==> src/rtl/input_debouncer_pkg.sv <==
`default_nettype none
// ============================================================================
//  Module      : input_debouncer_pkg
//  Description : Shared constants and types for the input debouncer.
//                DEBOUNCE_DEFAULT_CYCLES : default stability window
//                                          (4 for simulation; the board build
//                                          overrides it to ~10 ms of clocks).
//                SYNC_STAGES             : synchroniser depth (s1, s2).
//                chan_state_e            : per-channel debounce state.
//  Revision    : 1.0 - initial release
// ============================================================================
package input_debouncer_pkg;

    localparam int DEBOUNCE_DEFAULT_CYCLES = 4;
    localparam int SYNC_STAGES             = 2;

    // STABLE  : synchronised input agrees with the debounced level.
    // PENDING : synchronised input disagrees; the stability counter runs.
    typedef enum logic [0:0] {
        ST_STABLE  = 1'b0,
        ST_PENDING = 1'b1
    } chan_state_e;

endpackage
`default_nettype wire

==> src/rtl/input_debouncer_channel.sv <==
`default_nettype none
// ============================================================================
//  Module      : debounce_channel
//  Description : Single-bit input conditioner: 2-flop synchroniser, stability
//                counter and stable output register, plus optional registered
//                edge pulses when DEBOUNCE_EDGE_EN is defined.
//  Ports       : clk     - system clock, rising edge
//                rst_n   - synchronous active-low reset
//                raw_i   - asynchronous raw pin input
//                sig_o   - debounced level
//                rise_o  - one-cycle pulse on 0->1 of sig_o (DEBOUNCE_EDGE_EN)
//                fall_o  - one-cycle pulse on 1->0 of sig_o (DEBOUNCE_EDGE_EN)
//  Macros      : DEBOUNCE_EDGE_EN - adds rise_o/fall_o and their registers
//  Revision    : 1.0 - initial release
// ============================================================================
module debounce_channel
    import input_debouncer_pkg::*;
#(
    parameter int STABLE_CYCLES = DEBOUNCE_DEFAULT_CYCLES
) (
    input  logic clk,
    input  logic rst_n,
    input  logic raw_i,
    output logic sig_o
`ifdef DEBOUNCE_EDGE_EN
    ,
    output logic rise_o,
    output logic fall_o
`endif
);

    localparam int                CNT_W    = (STABLE_CYCLES > 1) ? $clog2(STABLE_CYCLES) : 1;
    localparam logic [CNT_W-1:0]  CNT_LAST = CNT_W'(STABLE_CYCLES - 1);

    logic [SYNC_STAGES-1:0] sync_q;
    logic [SYNC_STAGES-1:0] sync_d;
    logic [CNT_W-1:0]       cnt_q;
    logic [CNT_W-1:0]       cnt_d;
    logic                   sig_q;
    logic                   sig_d;
    logic                   s2;
    chan_state_e            state;

    always_comb begin
        // Bit 0 is s1 (first flop, may be metastable), the MSB is s2.
        sync_d = {sync_q[SYNC_STAGES-2:0], raw_i};
        s2     = sync_q[SYNC_STAGES-1];
        state  = (s2 == sig_q) ? ST_STABLE : ST_PENDING;
        cnt_d  = '0;
        sig_d  = sig_q;
        unique case (state)
            ST_STABLE: begin
                // Any return to the current level discards a partial count.
                cnt_d = '0;
            end
            ST_PENDING: begin
                if (cnt_q == CNT_LAST) begin
                    sig_d = s2;
                    cnt_d = '0;
                end else begin
                    cnt_d = cnt_q + CNT_W'(1);
                end
            end
            default: begin
                cnt_d = '0;
            end
        endcase
    end

    always_ff @(posedge clk) begin
        if (!rst_n) begin
            sync_q <= '0;
            cnt_q  <= '0;
            sig_q  <= 1'b0;
        end else begin
            sync_q <= sync_d;
            cnt_q  <= cnt_d;
            sig_q  <= sig_d;
        end
    end

    assign sig_o = sig_q;

`ifdef DEBOUNCE_EDGE_EN
    logic rise_q;
    logic fall_q;

    // Compare next level against current level so the pulse is registered
    // on the same edge that sig_o takes its new value.
    always_ff @(posedge clk) begin
        if (!rst_n) begin
            rise_q <= 1'b0;
            fall_q <= 1'b0;
        end else begin
            rise_q <= sig_d & ~sig_q;
            fall_q <= ~sig_d & sig_q;
        end
    end

    assign rise_o = rise_q;
    assign fall_o = fall_q;
`endif

endmodule
`default_nettype wire

==> src/rtl/input_debouncer.sv <==
`default_nettype none
// ============================================================================
//  Module      : input_debouncer
//  Description : Multi-channel switch/button conditioner. Each of WIDTH
//                channels is synchronised and debounced independently; the
//                clean levels feed downstream combinational gate inputs.
//  Ports       : clk        - system clock, rising edge
//                rst_n      - synchronous active-low reset
//                raw_in     - [WIDTH] asynchronous raw pin inputs
//                sig_out    - [WIDTH] debounced levels
//                rise_pulse - [WIDTH] 0->1 pulses (DEBOUNCE_EDGE_EN only)
//                fall_pulse - [WIDTH] 1->0 pulses (DEBOUNCE_EDGE_EN only)
//  Parameters  : WIDTH         - channel count
//                STABLE_CYCLES - stability window in clocks, >= 2
//  Macros      : DEBOUNCE_EDGE_EN - enables rise_pulse/fall_pulse
//  Revision    : 1.0 - initial release
// ============================================================================
module input_debouncer
    import input_debouncer_pkg::*;
#(
    parameter int WIDTH         = 2,
    parameter int STABLE_CYCLES = DEBOUNCE_DEFAULT_CYCLES
) (
    input  logic             clk,
    input  logic             rst_n,
    input  logic [WIDTH-1:0] raw_in,
    output logic [WIDTH-1:0] sig_out
`ifdef DEBOUNCE_EDGE_EN
    ,
    output logic [WIDTH-1:0] rise_pulse,
    output logic [WIDTH-1:0] fall_pulse
`endif
);

    if (STABLE_CYCLES < 2) begin : g_bad_cycles
        $error("input_debouncer: STABLE_CYCLES must be >= 2");
    end

    for (genvar i = 0; i < WIDTH; i++) begin : g_chan
        debounce_channel #(
            .STABLE_CYCLES (STABLE_CYCLES)
        ) u_chan (
            .clk    (clk),
            .rst_n  (rst_n),
            .raw_i  (raw_in[i]),
            .sig_o  (sig_out[i])
`ifdef DEBOUNCE_EDGE_EN
            ,
            .rise_o (rise_pulse[i]),
            .fall_o (fall_pulse[i])
`endif
        );
    end

endmodule
`default_nettype wire
==> config.mk <==
export PLATFORM = sky130hd
export DESIGN_NAME = input_debouncer
export DESIGN_NICKNAME = d
export VERILOG_FILES = /design/src/rtl/input_debouncer_pkg.sv /design/src/rtl/input_debouncer_channel.sv /design/src/rtl/input_debouncer.sv
export SDC_FILE = /design/constraint.sdc
export NUM_CORES = 1
export LEC_CHECK = 0
export BUFFER_PORTS_ARGS = -buffer_cell sky130_fd_sc_hd__buf_4
export CAP_MARGIN = 10
export CORE_AREA = 2 2 39 41
export DETAILED_ROUTE_END_ITERATION = 16
export DIE_AREA = 0 0 41 43
export GPL_TIMING_DRIVEN = 0
export HOLD_SLACK_MARGIN = 0.06
export PLACE_DENSITY = 0.53
export SLEW_MARGIN = 20
export SYNTH_ARGS = -nofsm -noshare
export SYNTH_HDL_FRONTEND = slang
export SYNTH_SLANG_ARGS = --single-unit
==> constraint.sdc <==
create_clock -name clk -period 1.15 [get_ports clk]
set_input_delay 0.115 -clock clk [delete_from_list [all_inputs] [get_ports clk]]
set_output_delay 0.115 -clock clk [all_outputs]
set_load 0.05 [all_outputs]
; Yosys cells after proc, flatten, opt, wreduce, memory -nomap -nowiden
; Cells that the tools add are included.
; Widths: inputs -> output; s select.
[classes]
bitwise = 2
n_eq_ne = 4
multipliers = 0
mux = 6
magnitude_cmp = 0
n_reduce_logical = 2
add_sub_neg = 2
shift = 0
div_mod_pow = 0
[op_table]
columns = op, n
row1 = $pmux 2 s2, 2
row2 = $add 2x1->2 const B, 2
row3 = $eq 2x2->1 const B, 2
row4 = $mux 2, 2
row5 = $reduce_and 2->1, 2
row6 = $eq 1x1->1, 2
row7 = $mux 1, 2
row8 = $not 1->1, 2
[totals]
register_bits = 10
ramBits = 0
mem_bits_ro = 0
mem_count = 0
word_cells = 22
output_inout_bits = 2
latch_bits = 0

; Longest topological paths before layout
[logic_depth]
word_depth = 3
ltp_mapped = 3

; Modules after synthesis
; Synthesis repeated with hierarchy kept, for this count alone.
[unflattened]
hier_cells = 26
hier_area_um2 = 342.8
[by_module_without_submodules]
columns = module, instances, cells_each, seq_area_each_um2, area_each_um2
row1 = debounce_channel, 2, 13, 100.1, 171.4

; Least setup slack after synthesis
; No wires, ideal clock.
[synth_timing]
path_kind = register to register
from = reg g_chan[0].u_chan.cnt_q[0]
to = reg g_chan[0].u_chan.cnt_q[1]
required_ns = 1.033
arrival_ns = 0.760
path_stages_with_launch = 3
slack_ns = 0.273
synth_period_minus_slack_ns = 0.877
setup_time_ns = 0.117
path_cell_list = dfxtp_1 > ha_1 > and4bb_2
[synth_via]
elab_chain_len = 3
word_cells_on_any_way = 4
[synth_rtl]
columns = element, line_no
row1 = from (decl), input_debouncer_channel.sv:37  ; logic [CNT_W-1:0] cnt_q;
row2 = from (signal assigned), input_debouncer_channel.sv:77  ; cnt_q <= cnt_d;
row3 = $add 2x1->2 or $eq 2x2->1 (tied branches), "input_debouncer_channel.sv:61, input_debouncer_channel.sv:57"
row4 = $mux 2 *, input_debouncer_channel.sv:57  ; if (cnt_q == CNT_LAST) begin
row5 = $pmux 2 s2 *, input_debouncer_channel.sv:51  ; unique case (state)
; Every way passes the cells marked *; elsewhere a longest branch is shown, timed or not.
; A chain may end at the register's enable or synchronous reset.

; Worst setup path in the final report
[layout_timing]
from = reg g_chan[1].u_chan.sig_q
to = out sig_out[1]
[layout_rtl]
columns = element, line_no
row1 = from (decl), input_debouncer_channel.sv:39  ; logic sig_q;
row2 = from (signal assigned), input_debouncer_channel.sv:78  ; sig_q <= sig_d;
row3 = to (decl), input_debouncer.sv:27  ; output logic [WIDTH-1:0] sig_out
; No word-level cell between the ends.

==> flow_metrics.py <==
metrics = {
    "worst_hold_path": {
        "holdCritPathClass": "input port to flop",
    },
    "synth": {
        "synthMuxAreaShare_pct": 5.59,
        "synth-adder-area-share_pct": 6.99,
        "syn_inst": 28,
        "synth_cell_types": 9,
        "synth.avg_cell_area_um2": 12.8,
        "synth_top_family_by_area": "simple AND/OR/NAND/NOR gates",
        "ys_ff_latch": 10,
        "ys.warnings.count": 0,
        "synth_compound_area_share_pct": 0,
        "synthesis.area_um2": 358,
        "syn-num-nets": 34,
        "synthSimpleGateAreaFrac_pct": 22.4,
        "synth_xor_area_share_pct": 4.90,
        "ys_seq_area_share_pct": 55.9,
    },
    "detailed_routing": {
        "routedWlPerCell_um": 8.22,
        "dr.pass1.iters": 2,
        "vias": 212,
        "drt.antenna.violating_nets": 0,
        "viasPerCell": 3.93,
        "drtIter0Drc": 3,
        "wl_um": 444,
        "drcViolationCount": 0,
    },
    "finish": {
        "seq_area_um2": 200,
        "final_layout_size_suffix_gt1_share_pct": 31.6,
        "fill_cells": 139,
        "n_antenna_cell": 0,
        "fin_nets": 46,
        "multi_input_area_um2": 143,
        "area_growth_pct": 28.0,
    },
    "clock_tree": {
        "tritoncts": "yes",
        "cts_buffers": 3,
        "cts-root-buf": "clkbuf_4",
        "htreeDepth": 1,
        "clockBufferDepth": 2,
        "post_cts_buffers": 0,
        "cts.sinks": 10,
        "clk_latency_ns": 0.25,
        "clk_pin_slew_ns": 0.06,
    },
    "power_and_ir_drop": {
        "p_clk_share_pct": 36.5,
        "p_sw_share_pct": 18.7,
        "switchingPower_w": 0.000114,
        "power.density_mw_per_mm2": 1330,
        "p_int_w": 0.000494,
        "leakage_nw": 0.189,
        "power_frac_seq_pct": 59.0,
        "peakVddDrop_v": 0.000551,
        "comb_power_share_pct": 4.5,
    },
    "worst_setup_path": {
        "endpoint_kind": "output port",
        "path_class": "flop to output port",
        "startpoint_type": "flop",
        "arrival_ns": 0.92,
        "path_max_fanout": 3,
        "required_ns": 1.03,
    },
    "sta": {
        "tns_ns": 0,
        "grt_setup_unrepaired": "false",
        "fin_crit_ns": 1.04,
        "setup_viol": 0,
        "hold_violations": 0,
        "setup_ws_ns": 0.111,
        "tightest_slew_ns": 0.223,
        "fmax_ghz": 0.963,
        "maxSlewHeadroom_pct": 84.9,
        "slew_violations": 0,
        "fin_crit_sh_pct": 90.3,
        "skew_ns": 0.000127,
    },
    "global_routing": {
        "grt_pass1_wl_um": 724,
        "grt_pass1_vias": 190,
        "antenna_found_initial": 0,
        "overflow": 0,
        "grt_usage_pct": 6.55,
        "grt_max_degree": 11,
    },
    "place": {
        "place_congestion": 0.570,
        "io_buffers": 5,
        "dp_slack_ns": 0.241,
        "dp_hpwl_um": 330,
    },
    "run": {
        "drv_cap": 0,
    },
    "die": {
        "dieArea_mm2": 0.00176,
        "die_w_um": 41,
        "num_rows": 14,
        "die_y_um": 43,
        "start_util_pct": 25.9,
        "ios": 6,
        "core_mm2": 0.00138,
    },
    "outcome": {
        "outcome": "finished clean",
    },
}
final timing paths:
path | startpoint | endpoint | slack, ns | cells past startpoint
worst max register to register | g_chan[1].u_chan.cnt_q[0] | g_chan[1].u_chan.cnt_q[0] | 0.23 | 2
worst min-delay path | rst_n | g_chan[1].u_chan.sync_q[1] | 0.13 | 2
worst max-delay path | g_chan[1].u_chan.sig_o | sig_out[1] | 0.11 | 2
worst min register to register | g_chan[0].u_chan.cnt_q[0] | g_chan[0].u_chan.cnt_q[0] | 0.43 | 1
layer usage:
metal	global-route usage, %	vias to the layer above	routed length (µm)
met5	0	-	0
met4	8.00	0	0
met3	1.57	0	17
met2	7.50	4	189
met1	8.44	92	237
li1	-	116	-
stage by stage:
stage	cells	cell area [µm²]	total power (W)	hold slack, ns	util, %
after floorplan	28	358	0.000376	0.237	-
after global placement	49	415	0.000387	0.326	30.0
after detailed placement	49	415	0.000389	0.328	30.0
after CTS	54	458	0.000627	0.119	33.1
after global routing	54	458	0.000642	0.134	33.1
final	54	458	0.000608	0.131	33.1
kinds of logic (layout without fill, tap and decap cells):
| kind of cell | after synthesis | count (layout) |
|---|---|---|
| mux | 2 | 2 |
| xor+xnor | 2 | 2 |
| simple gates | 10 | 10 |
| fa+ha+maj | 2 | 2 |
| flops | 10 | 10 |
| buf+inv | 2 | 12 |
critical path, stage by stage (launching register included):
cell and delay [ns]:
dfxtp_1 0.37, buf_4 0.12, buf_4 0.18
final cells by class:
| type | instances | share of cell area (%) |
|---|---|---|
| flip-flops and latches | 10 | 43.7 |
| plain buffers | 2 | 3.28 |
| repair buffers | 7 | 12.6 |
| well taps | 16 | 4.37 |
| clock buffers | 3 | 4.92 |
| multi-input cells | 16 | 31.1 |
flip-flops by register name, indices dropped and copies added, names as in the netlist:
name	flops
g_chan.u_chan.sync_q	4
g_chan.u_chan.sig_o	2
g_chan.u_chan.cnt_q	4
timing repair:
item,CTS,global route
endpoints found under the setup margin,0,0
hold buffers,2,0
gates resized for setup,0,0
hold endpoints to repair,2,0
power groups by stage:
| stage | combinational (W) | sequential (W) | clock [W] |
|---|---|---|---|
| after floorplan | 0.0000108 | 0.000366 | 0 |
| after global placement | 0.0000212 | 0.000366 | 0 |
| after detailed placement | 0.0000224 | 0.000366 | 0 |
| after CTS | 0.0000279 | 0.000359 | 0.000240 |
| after global routing | 0.0000300 | 0.000359 | 0.000252 |
| final | 0.0000276 | 0.000359 | 0.000222 |
placed cells by master, fill, tap and decap left out:
master,n
ha_1,2
nor4b_1,2
dfxtp_1,10
and4bb_2,2
mux2i_1,2
buf_4,7
clkbuf_4,3
dlygate4sd3_1,2
and2_1,4
nor2b_1,2
xnor2_1,2
Yosys cell counts:
master	count	share of area, %
and2_1	4	7.0
and4bb_2	2	7.0
buf_4	2	4.2
dfxtp_1	10	56
ha_1	2	7.0
mux2i_1	2	5.6
nor2b_1	2	3.5
nor4b_1	2	4.9
xnor2_1	2	4.9
(Power assumes the default switching activity.)
